--- config.mk ---
export PLATFORM = sky130hd
export DESIGN_NAME = register_file
export DESIGN_NICKNAME = d
export VERILOG_FILES = /design/src/rtl/register_file.sv
export SDC_FILE = /design/constraint.sdc
export NUM_CORES = 2
export LEC_CHECK = 0
export BUFFER_PORTS_ARGS = -buffer_cell sky130_fd_sc_hd__buf_2
export CORE_MARGIN = 3
export CORE_UTILIZATION = 25
export DETAILED_ROUTE_END_ITERATION = 10
export GPL_TIMING_DRIVEN = 0
export HOLD_SLACK_MARGIN = 0.02
export PLACE_DENSITY = 0.52
export REMOVE_ABC_BUFFERS = 1
export SKIP_CTS_REPAIR_TIMING = 1
export SLEW_MARGIN = 20
export SYNTH_ARGS = -nofsm -noshare
export SYNTH_HDL_FRONTEND = slang
export SYNTH_SLANG_ARGS = --single-unit
--- constraint.sdc ---
create_clock -name clk -period 3.1 [get_ports clk]
set_clock_uncertainty 0.1 [all_clocks]
set_input_delay 0 -clock clk [delete_from_list [all_inputs] [get_ports clk]]
set_output_delay 0 -clock clk [all_outputs]
set_load 0.03 [all_outputs]
--- src/rtl/register_file.sv ---
// Architectural register file with per-register ROB rename tags.
// Reads are combinational and include a same-cycle commit bypass.
module register_file (
    input  logic        clk,
    input  logic        rst,
    input  logic        rdy,
    input  logic [4:0]  rs1_from_dispatcher,
    input  logic [4:0]  rs2_from_dispatcher,
    output logic [31:0] V1_to_dispatcher,
    output logic [31:0] V2_to_dispatcher,
    output logic [4:0]  Q1_to_dispatcher,
    output logic [4:0]  Q2_to_dispatcher,
    input  logic        rename_signal_from_dispatcher,
    input  logic [4:0]  rd_from_dispatcher,
    input  logic [4:0]  rob_id_from_dispatcher,
    input  logic        commit_flag_from_rob,
    input  logic [4:0]  rd_from_rob,
    input  logic [4:0]  Q_from_rob,
    input  logic [31:0] V_from_rob,
    input  logic        misbranch_flag_from_rob
);

    logic [31:0] value [32];
    logic [4:0]  tag   [32];

    logic commit_en;
    logic rename_en;

    assign commit_en = rdy && commit_flag_from_rob && (rd_from_rob != 5'd0);
    assign rename_en = rdy && rename_signal_from_dispatcher &&
                       (rd_from_dispatcher != 5'd0) && !misbranch_flag_from_rob;

    // Entry 0 is never written, so x0 stays zero after reset; reads of x0 are forced to zero anyway.
    always_ff @(posedge clk) begin
        if (rst) begin
            for (int unsigned i = 0; i < 32; i++) begin
                value[i] <= '0;
                tag[i]   <= '0;
            end
        end else if (rdy) begin
            if (commit_en) begin
                value[rd_from_rob] <= V_from_rob;
                if (tag[rd_from_rob] == Q_from_rob)
                    tag[rd_from_rob] <= '0;
            end
            if (misbranch_flag_from_rob) begin
                for (int unsigned i = 0; i < 32; i++)
                    tag[i] <= '0;
            end else if (rename_en) begin
                tag[rd_from_dispatcher] <= rob_id_from_dispatcher;
            end
        end
    end

    // Bypass only when the retiring instruction is still the register's recorded producer.
    function automatic logic bypass_hit(input logic [4:0] rs, input logic [4:0] cur_tag);
        return commit_flag_from_rob && (rd_from_rob == rs) &&
               (cur_tag == Q_from_rob) && (Q_from_rob != 5'd0);
    endfunction

    always_comb begin
        V1_to_dispatcher = '0;
        Q1_to_dispatcher = '0;
        if (rs1_from_dispatcher != 5'd0) begin
            if (bypass_hit(rs1_from_dispatcher, tag[rs1_from_dispatcher])) begin
                V1_to_dispatcher = V_from_rob;
            end else begin
                V1_to_dispatcher = value[rs1_from_dispatcher];
                Q1_to_dispatcher = tag[rs1_from_dispatcher];
            end
        end
    end

    always_comb begin
        V2_to_dispatcher = '0;
        Q2_to_dispatcher = '0;
        if (rs2_from_dispatcher != 5'd0) begin
            if (bypass_hit(rs2_from_dispatcher, tag[rs2_from_dispatcher])) begin
                V2_to_dispatcher = V_from_rob;
            end else begin
                V2_to_dispatcher = value[rs2_from_dispatcher];
                Q2_to_dispatcher = tag[rs2_from_dispatcher];
            end
        end
    end

endmodule
==> results.cfg <==
[outcome]
outcome = complete, but fails checks
violations = negative setup slack

[sta]
clock.fmax_mhz = 223
worst_slack_ns = -1.39
slew_violations = 0
finalCritPeriodShare_pct = 145
min_period_ns = 4.49
setup_viol_count_final = 965
slew-limit-headroom_pct = 26.2
rsz0062_at_grt = yes
tns_ns = -320.22
tightest_slew_ns = 1.10
hold_viol = 0

[final_layout]
num-nets-final = 4446
multiInputGateArea_um2 = 30200
area_delta_synth_final_pct = 22.1
regArea_um2 = 35600
fin_cells = 8002
fill_cells = 25663
stdcell_area_um2 = 80700
drive_gt1_share_pct = 33.3

[placed_design]
place_worst_setup_slack_ns = -2.91
port_buffers = 141
postPlaceCellArea_um2 = 73400
routabilityCongestion = 0.825
place_inst = 7635
hpwl_um = 165000

[setup_path]
path_class = flip-flop to output pin
start_kind = flip-flop
worstSetupEndpointType = output pin
critical_path_required_ns = 3.00
startpoint = tag[17][2]
critPathMaxFanout = 8
worstReg2RegStart = tag[16][1]
arrival_ns = 4.39

[power_and_ir_drop]
p_sw_uw = 11300
leakage_uw = 0.0270
combPwrFrac_pct = 17.1
p_int_uw = 30300
swShare_pct = 27.2
totalPowerFinal_uw = 41700
ir_drop_mv = 0.564
p_seq_share_pct = 45.5
clockPowerShare_pct = 37.4
powerDensity_nw_per_um2 = 516

[grt]
grt_antenna_before_repair = 31
grt_pass1_wl_um = 345000
grt_pass1_vias = 41519
grt-ovfl-total = 0
track_usage_pct = 18.2
grt_max_degree = 73

[yosys]
ys_warn_count = 0
synth_edf_count = 1184
avgSynthCellArea_um2 = 15.6
synth_seq_cells = 1184
yosysSeqAreaShare_pct = 53.8
ys_types = 56
yosys-top-cells-area = edfxtp_1, mux4_2, and2_1
synthFlopType = edfxtp_1
synthCells = 4246
synth_top_area_share_pct = 53.8
async_flop_share_pct = 0
synthesis.area_um2 = 66100
yosysTopAreaCell = edfxtp_1

[clock_tree]
root_buffer = clkbuf_16
numCtsBuffers = 131
htree_num_levels = 4
clock_path_buffers = 3
clkTransAtPathRegs_ns = 0.06
cts_tree = built
numClockSinks = 1184
clock_latency_ns = 0.78

[die]
dieArea_um2 = 271000
start_util_pct = 25.2
fp-row-count = 188
ioPinCount = 142
core-area_um2 = 263000
die_y_um = 520
die_x_um = 520

[detailed_routing]
drc = 0
drtPass1Iterations = 5
finalWirelength_um = 263000
avgViaCountPerCell = 5.38
dr.first_iter.drc_count = 6381
postRouteAntennaNets = 0
vias = 43059
detail_route.wl_per_cell_um = 32.9

[run]
drv_cap = 0

[min_path]
hp-start = rename_signal_from_dispatcher
hp-class = input pin to flip-flop
## critical path, cell delays in order (launching register included)
cell and delay [ns]:
edfxtp_1 0.43, mux4_2 0.53, mux4_2 0.58, mux2i_4 0.20
xor2_1 0.15, and3b_1 0.19, nand4_1 0.15, buf_8 0.19
buf_12 0.13, buf_12 0.14, buf_16 0.16, buf_12 0.15
a211oi_4 0.36, buf_6 0.19
## final timing paths
| path | endpoint | slack, ns | cells past startpoint |
|---|---|---|---|
| setup / recovery | V2_to_dispatcher[25] | -1.39 | 13 |
| hold / removal | tag[13][2] | 0.03 | 5 |
| setup reg to reg | tag[11][0] | -0.57 | 9 |
| hold reg to reg | tag[8][3] | 1.92 | 7 |
## placed cells by master (no fill, tap or decap), types with 17 or more instances in the layout
cell type / n
buf_2: 64
or4_1: 18
nor2_4: 33
nand2_1: 29
conb_1: 37
clkbuf_1: 31
and2_1: 1149
clkbuf_16: 160
mux4_2: 724
nand2b_1: 17
a22oi_1: 28
buf_6: 67
edfxtp_1: 1184
nor2_1: 98
a21oi_1: 18
dlygate4sd3_1: 47
or2_4: 31
buf_12: 63
o211a_4: 29
mux2i_1: 150
o21ai_2: 20
clkinv_1: 33
buf_4: 53
or3_1: 18
buf_16: 88
## per-stage QoR
stage,hold slack (ns),util (%)
6_report,0.0338,30.7
5_1_grt,0.0316,30.7
4_1_cts,-0.527,29.5
3_5_place_dp,0.319,27.9
3_3_place_gp,0.530,26.4
2_1_floorplan,0.0125,-
## layer usage
metal / GRT usage [%] / vias to the layer above / wire length (um)
met2: 28.5 / 2661 / 123000
li1: - / 16838 / -
met4: 5.96 / 2 / 8200
met3: 4.36 / 420 / 27100
met1: 24.7 / 23138 / 105000
met5: 0 / - / 13
## synth_stat cells, types with 8 or more instances
cell type,n
or4_1,19
a211oi_1,34
nand3_1,17
xor2_1,8
edfxtp_1,1184
nand2_1,30
o211a_1,32
a21oi_1,20
or2_2,38
buf_6,14
mux4_2,724
buf_1,32
nor2b_1,11
nor3_1,8
or3_1,18
nand3b_1,9
xnor2_1,12
nand2b_1,17
mux2i_1,154
and2_1,1149
nor2_1,134
o41ai_1,32
a221oi_1,10
buf_2,63
clkbuf_1,341
a22oi_1,28
o21ai_0,31
## final cells by class
class,count,share of cell area (%)
inverters,7,0.0465
clock buffers,165,4.30
multi-input cells,2636,37.4
clock inverters,66,0.755
flip-flops and latches,1184,44.1
repair buffers,418,7.96
well taps,3515,5.45
diodes,11,0.0341
## power by group through the flow
stage | logic [uW] | clock network [uW] | registers (uW)
5_1_grt | 7310 | 16400 | 19000
2_1_floorplan | 3180 | 0 | 19100
4_1_cts | 6280 | 15700 | 18900
3_5_place_dp | 6260 | 0 | 19300
6_report | 7110 | 15600 | 19000
3_3_place_gp | 6520 | 0 | 19200
## state kept, by name, indices dropped and copies added, names as in the netlist
name   flops
tag      160
value   1024
## cell families (layout without fill, tap and decap cells)
kind of cell    after synthesis  count (layout)  share of synthesized area [%]
compound gates              216             216                           2.45
xor+xnor                     21              21                          0.290
mux                         885             885                           27.1
buf+inv                     462             656                           2.95
simple gates               1477            1477                           13.4
other cells                   1              48                        0.00567
flops                      1184            1184                           53.8
Power figures use the tool's default switching activity.
